==> src/rtl/xgriscv_fetch_queue_pkg.sv <==
// +--------------------------------------------------------------------+
// | xgriscv_fetch_queue_pkg: core-wide fetch front-end defaults         |
// | Rev 1.0                                                             |
// +--------------------------------------------------------------------+
`timescale 1ns/1ps
`default_nettype none

package xgriscv_fetch_queue_pkg;

  localparam int ADDR_SIZE  = 32;
  localparam int INSTR_SIZE = 32;
  localparam int FQ_DEPTH   = 4;
  localparam int PC_STEP    = 4;

endpackage

`default_nettype wire

==> src/rtl/xgriscv_fq_fifo.sv <==
// +--------------------------------------------------------------------+
// | xgriscv_fq_fifo: DEPTH-entry circular buffer, push/pop/flush        |
// | Rev 1.0                                                             |
// +--------------------------------------------------------------------+
`timescale 1ns/1ps
`default_nettype none

module xgriscv_fq_fifo #(
  parameter int WIDTH = 32,
  parameter int DEPTH = 4
) (
  input  logic                     clk,
  input  logic                     reset,
  input  logic                     push,
  input  logic                     pop,
  input  logic                     flush,
  input  logic [WIDTH-1:0]         wdata,
  output logic [WIDTH-1:0]         rdata,
  output logic [$clog2(DEPTH):0]   count
);

  localparam int AW = $clog2(DEPTH);
  localparam int CW = AW + 1;

  logic [WIDTH-1:0] r_mem [DEPTH];
  logic [AW-1:0]    r_rd;
  logic [AW-1:0]    r_wr;
  logic [CW-1:0]    r_count;
  logic             w_pop;

  assign w_pop = pop && (r_count != '0);

  always_ff @(posedge clk) begin
    if (reset || flush) begin
      r_rd    <= '0;
      r_wr    <= '0;
      r_count <= '0;
    end else begin
      if (push)
        r_wr <= r_wr + AW'(1);
      if (w_pop)
        r_rd <= r_rd + AW'(1);
      r_count <= r_count + CW'(push) - CW'(w_pop);
    end
  end

  always_ff @(posedge clk) begin
    if (push && !flush && !reset)
      r_mem[r_wr] <= wdata;
  end

  // Empty reads return zero so consumers see clean idle outputs.
  assign rdata = (r_count == '0) ? '0 : r_mem[r_rd];
  assign count = r_count;

endmodule

`default_nettype wire

==> src/rtl/xgriscv_fetch_queue.sv <==
// +--------------------------------------------------------------------+
// | xgriscv_fetch_queue: decoupled fetch unit with instruction queue    |
// | Optional same-cycle bypass: define XGRISCV_FQ_BYPASS_EN. Rev 1.0    |
// +--------------------------------------------------------------------+
`timescale 1ns/1ps
`default_nettype none

module xgriscv_fetch_queue
  import xgriscv_fetch_queue_pkg::*;
#(
  parameter int                ADDR_W   = ADDR_SIZE,
  parameter int                INSTR_W  = INSTR_SIZE,
  parameter int                DEPTH    = FQ_DEPTH,
  parameter logic [ADDR_W-1:0] RESET_PC = '0
) (
  input  logic               clk,
  input  logic               reset,
  output logic               imem_req,
  output logic [ADDR_W-1:0]  imem_addr,
  input  logic               imem_gnt,
  input  logic               imem_rvalid,
  input  logic [INSTR_W-1:0] imem_rdata,
  output logic               instrD_valid,
  output logic [INSTR_W-1:0] instrD,
  output logic [ADDR_W-1:0]  pcD,
  input  logic               stallD,
  input  logic               redirect,
  input  logic [ADDR_W-1:0]  redirect_pc
);

  localparam int CW = $clog2(DEPTH) + 1;
  localparam int QW = ADDR_W + INSTR_W;

  logic [ADDR_W-1:0] r_fpc;
  logic [CW-1:0]     r_drop;
  logic [CW-1:0]     w_count;
  logic [CW-1:0]     w_outst;
  logic [CW:0]       w_inflight;
  logic [ADDR_W-1:0] w_tag;
  logic [ADDR_W-1:0] w_redirect_aligned;
  logic [QW-1:0]     w_head;
  logic              w_grant;
  logic              w_resp_keep;
  logic              w_q_empty;
  logic              w_q_push;
  logic              w_q_pop;

  assign w_inflight         = {1'b0, w_count} + {1'b0, w_outst};
  assign imem_req           = !reset && !redirect && (w_inflight < (CW+1)'(DEPTH));
  assign imem_addr          = r_fpc;
  assign w_grant            = imem_req && imem_gnt;
  assign w_redirect_aligned = redirect_pc & ~ADDR_W'(3);
  assign w_q_empty          = (w_count == '0);
  assign w_resp_keep        = imem_rvalid && (r_drop == '0) && !redirect && !reset;
  assign w_q_pop            = !w_q_empty && !stallD && !redirect;

`ifdef XGRISCV_FQ_BYPASS_EN
  logic w_bypass;
  assign w_bypass = w_resp_keep && w_q_empty;
  // A bypassed response consumed by decode never occupies a queue slot.
  assign w_q_push = w_resp_keep && !(w_bypass && !stallD);
`else
  assign w_q_push = w_resp_keep;
`endif

  // PC tags of granted requests, retired in order as responses return;
  // its occupancy is exactly the outstanding-request count.
  xgriscv_fq_fifo #(
    .WIDTH (ADDR_W),
    .DEPTH (DEPTH)
  ) u_tag_fifo (
    .clk   (clk),
    .reset (reset),
    .push  (w_grant),
    .pop   (imem_rvalid),
    .flush (1'b0),
    .wdata (r_fpc),
    .rdata (w_tag),
    .count (w_outst)
  );

  xgriscv_fq_fifo #(
    .WIDTH (QW),
    .DEPTH (DEPTH)
  ) u_instr_fifo (
    .clk   (clk),
    .reset (reset),
    .push  (w_q_push),
    .pop   (w_q_pop),
    .flush (redirect),
    .wdata ({w_tag, imem_rdata}),
    .rdata (w_head),
    .count (w_count)
  );

  always_ff @(posedge clk) begin
    if (reset)
      r_fpc <= RESET_PC;
    else if (redirect)
      r_fpc <= w_redirect_aligned;
    else if (w_grant)
      r_fpc <= r_fpc + ADDR_W'(PC_STEP);
  end

  // On redirect every request still outstanding after this cycle is stale.
  always_ff @(posedge clk) begin
    if (reset)
      r_drop <= '0;
    else if (redirect)
      r_drop <= w_outst - CW'(imem_rvalid);
    else if (imem_rvalid && (r_drop != '0))
      r_drop <= r_drop - CW'(1);
  end

  always_comb begin
    instrD_valid   = !w_q_empty;
    {pcD, instrD}  = w_head;
`ifdef XGRISCV_FQ_BYPASS_EN
    if (w_bypass) begin
      instrD_valid = 1'b1;
      pcD          = w_tag;
      instrD       = imem_rdata;
    end
`endif
  end

endmodule

`default_nettype wire

==> config.mk <==
export PLATFORM = sky130hd
export DESIGN_NAME = xgriscv_fetch_queue
export DESIGN_NICKNAME = d
export VERILOG_FILES = /design/src/rtl/xgriscv_fetch_queue_pkg.sv /design/src/rtl/xgriscv_fq_fifo.sv /design/src/rtl/xgriscv_fetch_queue.sv
export SDC_FILE = /design/constraint.sdc
export NUM_CORES = 1
export LEC_CHECK = 0
export CORE_AREA = 2 2 219 264
export DETAILED_ROUTE_END_ITERATION = 12
export DIE_AREA = 0 0 221 266
export PLACE_DENSITY = 0.52
export SYNTH_ARGS = -nofsm -noshare
export SYNTH_HDL_FRONTEND = slang
export SYNTH_SLANG_ARGS = --single-unit
==> constraint.sdc <==
create_clock -name clk -period 6.4 [get_ports clk]
set_input_delay 0.96 -clock clk [delete_from_list [all_inputs] [get_ports clk]]
set_output_delay 0.96 -clock clk [all_outputs]
set_load 0.01 [all_outputs]
==> impl_metrics.csv, run 1 <==
group,metric,value,unit
sta,finalHoldViolCount,0,
hold_path,whs_path_depth,2,
critical_path,arrival,3.09,ns
place,post-place-ws,2.21,ns
pwr,vdd_drop_max,0.182,mV
floorplan,core-area,56600,um^2
synthesis,synthAdderAreaFrac,1.66,%
synthesis,synth_xor_area_share,0.680,%
floorplan,placementRows,96,
route,routedWlPerCell,19.7,um
cells_and_area,areaGrowthSynthToFinish,24.0,%
critical_path,rr_endpoint,"u_tag_fifo.count[2]",
clock_network,cts_hold_buf,0,
route,drt_iter0_drc,495,
synthesis,synthTopCellsByArea,"edfxtp_1 66%, mux4_2 12%, dfxtp_1 6.1%",
route,viasPerCell,4.67,
clock_network,cts.path.max_buffers,3,
synthesis,synth_area,16700,um^2
sta,grt_setup_unrepaired,"no",
route,vias,8806,
cells_and_area,antenna_cells,0,
global_route,antenna_found_initial,0,
place,port_buffers,161,
synthesis,synth_edf_count,368,
clock_network,cts_tree,"done",
clock_network,htreeDepth,2,
synthesis,ys.warnings.count,0,
synthesis,ys_top_cells_by_count,"368 x edfxtp_1, 95 x nor2b_1, 92 x mux4_2, 51 x dfxtp_1, 39 x nor2_1",
hold_path,hold_end,"u_tag_fifo.r_wr[1]",
cells_and_area,fin_area,20800,um^2
synthesis,synth_area_leader_cell,"edfxtp_1",
critical_path,startpoint_type,"flip-flop",
synthesis,ys.flop_type,"edfxtp_1",
synthesis,seq_area_frac_synth,72.1,%
sta,setup_viol_count_final,0,
hold_path,hp-start,"u_tag_fifo.r_wr[1]",
global_route,grt_first_pass_wirelength,57.8,mm
synthesis,synth-compound-area-share,2.95,%
clock_network,clkSinkCount,419,
global_route,grt_use_met1,16.5,%
synthesis,synthMuxAreaShare,12.6,%
critical_path,cp.required,5.44,ns
cells_and_area,fillers,5324,
floorplan,start_util,29.6,%
floorplan,io_pins,168,
sta,fmax,247,MHz
pwr,p_leak,6.47,nW
sta,tightest_slew,0.876,ns
clock_network,clk_latency,0.57,ns
clock_network,ctsResizeCount,0,
sta,period_minus_slack,4.05,ns
global_route,top_usage_layer,"met2",
synthesis,async_flop_share,0,%
sta,finalMaxSlewViolations,0,
synthesis,synth-simple-area-share,8.13,%
sta,fin_tns_setup,0,ns
place,gp_congestion,0.788,
route,dr.pass1.iters,7,
critical_path,r2r_start,"u_tag_fifo.count[2]",
global_route,grt_use_total,12.8,%
cells_and_area,nets,1208,
sta,hold-worst-slack,0.505,ns
clock_network,cts_buffers,45,
critical_path,r2r_slack,3.20,ns
hold_path,hold_path.class,"flip-flop to flip-flop",
floorplan,die_area,58800,um^2
clock_network,post-cts-setup-buffers,0,
critical_path,cp_max_fo,36,
floorplan,die_h,266,um
cells_and_area,drive_above_1_share,17.1,%
global_route,overflow,0,
floorplan,die_x,221,um
place,place_area,19200,um^2
global_route,grtUsageMet3,2.28,%
job,max_cap_violations,0,
sta,clock_skew,0.0120,ns
critical_path,r2r_cells,11,
place,hpwlAfterDp,22.8,mm
route,routed_wl,37.1,mm
synthesis,synth_top_family_by_area,"multiplexers",
clock_network,root_buffer,"clkbuf_16",
synthesis,synthCells,941,
synthesis,yosysTopAreaCellShare,66.0,%
route,drc,0,
global_route,grt_use_met2,21.9,%
route,ant_nets,0,
synthesis,syn_avg_cell_area,17.8,um^2
sta,fin_ws,2.35,ns
global_route,grt_max_degree,46,
synthesis,synth-seq-cells,419,
sta,relSlewSlack,41.6,%
sta,period_share,63.2,%
critical_path,path_class,"flip-flop to primary output",
global_route,grt_pass1_vias,9646,
pwr,powerDensity,320,nW/um^2
clock_network,clk_pin_slew,0.06,ns
outcome,status,"complete, no violations",
synthesis,yosysMostFrequentCell,"edfxtp_1",
critical_path,end_kind,"primary output",
synthesis,ys_types,52,
-- sequential cells by signal (all words and copies together), names as in the netlist, named ones only --
name	cells
imem_addr	30
r_drop	3
u_instr_fifo.count	3
u_instr_fifo.r_mem	248
u_instr_fifo.r_rd	2
u_instr_fifo.r_wr	2
u_tag_fifo.count	3
u_tag_fifo.r_mem	120
u_tag_fifo.r_rd	2
u_tag_fifo.r_wr	2
-- kinds of logic (layout without fill, tap and decap cells) --
| kind of cell | after synthesis | in the layout |
|---|---|---|
| AO/OA/AOI/OAI | 78 | 78 |
| XOR/XNOR | 13 | 13 |
| adder cells (fa/ha/maj) | 21 | 21 |
| buffers and inverters | 71 | 278 |
| flip-flops | 419 | 419 |
| multiplexers | 96 | 96 |
| other | 1 | 4 |
| AND/OR/NAND/NOR | 242 | 242 |
-- worst max-delay path, stage by stage (launching register included) --
cell,delay (ns)
dfxtp_4,0.89
buf_12,0.33
mux4_2,0.54
nor2b_1,0.16
clkdlybuf4s50_1,0.52
-- layout by cell type, fill, tap and decap left out, types with 3 or more instances in the layout --
| master | n |
|---|---|
| and2_4 | 4 |
| o211ai_1 | 8 |
| clkinv_2 | 7 |
| o21ai_0 | 15 |
| edfxtp_1 | 368 |
| clkbuf_16 | 47 |
| a31oi_1 | 9 |
| a22oi_1 | 3 |
| nor2b_1 | 95 |
| a32oi_1 | 4 |
| conb_1 | 4 |
| and2_1 | 3 |
| or3_1 | 5 |
| clkdlybuf4s50_1 | 161 |
| nor3_1 | 8 |
| nor4_1 | 3 |
| and3_1 | 4 |
| ha_1 | 19 |
| xnor2_1 | 10 |
| o311ai_1 | 4 |
| nand2_1 | 31 |
| nand3_1 | 16 |
| nor2_1 | 39 |
| dfxtp_1 | 47 |
| clkbuf_1 | 9 |
| a21oi_1 | 25 |
| xor2_1 | 3 |
| bufinv_16 | 8 |
| inv_1 | 21 |
| buf_4 | 13 |
| clkinv_1 | 6 |
| mux4_2 | 92 |
| and2_2 | 4 |
| nand4_1 | 14 |
-- through the flow --
stage / instances / utilization (%) / power (mW)
after floorplan: 944 / - / 3.74
after global placement: 1805 / 34.0 / 4.01
after detailed placement: 1805 / 34.0 / 4.03
after CTS: 1886 / 36.7 / 6.77
after global routing: 1886 / 36.7 / 6.94
final: 1886 / 36.7 / 6.65
-- routing by layer --
metal | up-vias | share of wire, %
met5 | - | 0
met4 | 0 | 2.1
met3 | 53 | 4.1
met2 | 207 | 50
met1 | 4492 | 44
li1 | 4054 | -
-- power by group --
part	leakage [nW]	internal, mW	switching [mW]	total (mW)
Clock	0.749	1.66	1.04	2.70
Combinational	1.92	0.330	0.386	0.716
Sequential	3.80	3.16	0.0738	3.23
-- final cells by class --
class	count	area (um^2)	area share, %
flip-flops and latches	419	12100	58.2
clock inverters	25	328	1.58
multi-input cells	454	4400	21.2
well taps	735	920	4.43
clock buffers	56	1210	5.83
repair buffers	175	1730	8.33
inverters	22	82.6	0.398
-- how the worst max path moves through the flow --
| stage | from | end | slack, ns | depth (start not counted) |
|---|---|---|---|---|
| after floorplan | redirect | u_instr_fifo.r_mem[0][0] | 2.71 | 5 |
| after global placement | reset | u_tag_fifo.count[2] | 2.19 | 11 |
| after detailed placement | reset | u_tag_fifo.count[2] | 2.21 | 11 |
| after CTS | flip-flop | instrD[5] | 2.20 | 4 |
| after global routing | flip-flop | instrD[5] | 2.14 | 4 |
| final | flip-flop | instrD[5] | 2.35 | 4 |
Note: power is estimated with default switching activity, not from simulation.
==> run 2, diff against run 1 <==
- PLACE_DENSITY: 0.52 -> 0.54
- clock period: 6.4 -> 3.35 ns (I/O delays scaled with it)
==> impl_metrics.csv, run 2 (synthesis results as in run 1) <==
group,metric,value,unit
place,gp_congestion,0.765,
critical_path,startpoint_type,"flip-flop",
critical_path,end_kind,"primary output",
global_route,antenna_found_initial,0,
critical_path,cpPeakStageDelay,0.64,ns
critical_path,arrival,2.64,ns
floorplan,core-area,56600,um^2
cells_and_area,drive_above_1_share,17.7,%
cells_and_area,fillers,5317,
route,drt_iter0_drc,679,
floorplan,die_x,221,um
sta,setup_viol_count_final,0,
clock_network,clkSinkCount,419,
global_route,grt_max_degree,64,
sta,finalHoldViolCount,0,
global_route,grt_pass1_vias,9257,
clock_network,htreeDepth,2,
sta,clock_skew,0.0183,ns
clock_network,root_buffer,"clkbuf_16",
critical_path,cp_max_fo,20,
critical_path,rr_endpoint,"u_tag_fifo.count[2]",
pwr,powerDensity,588,nW/um^2
hold_path,hold_path.class,"primary input to flip-flop",
sta,relSlewSlack,39.3,%
clock_network,cts_tree,"done",
pwr,vdd_drop_max,0.303,mV
critical_path,endpoint,"instrD[2]",
sta,finalMaxSlewViolations,0,
cells_and_area,areaGrowthSynthToFinish,24.7,%
critical_path,r2r_cells,10,
floorplan,placementRows,96,
clock_network,post-cts-setup-buffers,0,
sta,fin_tns_setup,0,ns
route,routed_wl,37.1,mm
critical_path,r2r_start,"u_tag_fifo.count[2]",
clock_network,clk_latency,0.57,ns
place,post-place-ws,0.472,ns
pwr,total_power,12.3,mW
job,max_cap_violations,0,
cells_and_area,layout_common_cells,"368 x edfxtp_1, 161 x clkdlybuf4s50_1, 95 x nor2b_1",
sta,tightest_slew,0.907,ns
critical_path,worstPathCellList,"buf_4 > mux4_2 > nor2b_1 > clkdlybuf4s50_1",
clock_network,cts.path.max_buffers,3,
sta,fmax,318,MHz
global_route,grt_use_total,12.6,%
critical_path,r2r_slack,0.77,ns
cells_and_area,final_common_cell,"edfxtp_1",
floorplan,start_util,29.6,%
critical_path,crit_slowest_cell,"dfxtp_2",
place,port_buffers,161,
global_route,overflow,0,
sta,grt_setup_unrepaired,"no",
pwr,p_leak,6.52,nW
global_route,grtUsageMet3,2.30,%
route,routedWlPerCell,19.5,um
clock_network,cts_hold_buf,0,
floorplan,die_area,58800,um^2
global_route,top_usage_layer,"met2",
floorplan,die_h,266,um
route,vias,8893,
place,hpwlAfterDp,23.4,mm
clock_network,ctsResizeCount,0,
clock_network,clk_pin_slew,0.06,ns
cells_and_area,nets,1226,
sta,period_minus_slack,3.14,ns
sta,fin_ws,0.209,ns
global_route,grt_use_met2,21.6,%
global_route,grt_use_met1,16.0,%
sta,period_share,93.7,%
cells_and_area,top_register,"u_instr_fifo.r_mem",
floorplan,io_pins,168,
clock_network,cts_buffers,44,
global_route,grt_first_pass_wirelength,57.0,mm
route,dr.pass1.iters,7,
critical_path,path_class,"flip-flop to primary output",
route,viasPerCell,4.67,
cells_and_area,antenna_cells,0,
route,drc,0,
outcome,status,"complete, no violations",
cells_and_area,largest_reg_flops,248,
route,ant_nets,0,
critical_path,cp.required,2.85,ns
==> run 2: cell types whose count changed in the layout (fill, tap and decap cells not counted), moves of 4 or more <==
cell | previous run | this run
and2_1 | 3 | 7
and2_4 | 4 | 0
buf_12 | 1 | 12
buf_4 | 13 | 21
bufinv_16 | 8 | 2
clkbuf_1 | 9 | 14
==> run 2: worst min-delay path by stage <==
stage | cells past startpoint | slack, ns | from | end
finish | 3 | 0.50 | redirect_pc[12] | imem_addr[12]
global route | 3 | 0.49 | redirect_pc[12] | imem_addr[12]
CTS | 3 | 0.46 | redirect_pc[13] | imem_addr[13]
detailed placement | 2 | 0.50 | u_tag_fifo.r_rd[1] | flip-flop
global placement | 2 | 0.49 | u_tag_fifo.r_wr[1] | u_tag_fifo.r_wr[1]
floorplan | 2 | 0.47 | u_tag_fifo.r_wr[1] | u_tag_fifo.r_wr[1]
==> run 2: power breakdown <==
group	leakage, nW	switching (mW)	internal [mW]
Sequential	3.80	0.164	6.03
Combinational	2.05	0.721	0.656
Clock	0.669	1.97	2.72
Total	6.52	2.86	9.41
==> run 2: metrics by stage <==
step | hold slack, ns | util (%) | instances | instance area (um^2)
after floorplan | 0.469 | - | 944 | 16700
after global placement | 0.485 | 34.4 | 1824 | 19500
after detailed placement | 0.503 | 34.4 | 1824 | 19500
after CTS | 0.461 | 36.9 | 1904 | 20900
after global routing | 0.491 | 36.9 | 1904 | 20900
final | 0.498 | 36.9 | 1904 | 20900
==> run 2: area by class of cell <==
class                           count  area (um^2)  share of cell area [%]
Tap cell                          735          920                    4.41
Clock buffer                       62         1230                    5.90
Sequential cell                   419        12100                    57.9
Inverter                           22         82.6                   0.396
Multi-Input combinational cell    454         4390                    21.0
Clock inverter                     18          154                   0.738
Timing Repair Buffer              194         2010                    9.63
==> run 2: critical path, delay by kind of cell, from the launching register on <==
kind | cells | cell delay [ns]
mux | 1 | 0.34
simple gates | 1 | 0.16
buf+inv | 2 | 0.91
flops | 1 | 0.64
==> run 2: metal layers <==
metal	wire (um)	vias to the layer above
met5	0	-
met2	18600	232
met3	1790	60
met4	987	0
li1	-	4082
met1	15700	4519
==> run 3, diff against run 2 <==
- CAP_MARGIN: default -> 20
==> results of run 3 <==
No change in the layout: final DEF, timing and power equal those of run 2.
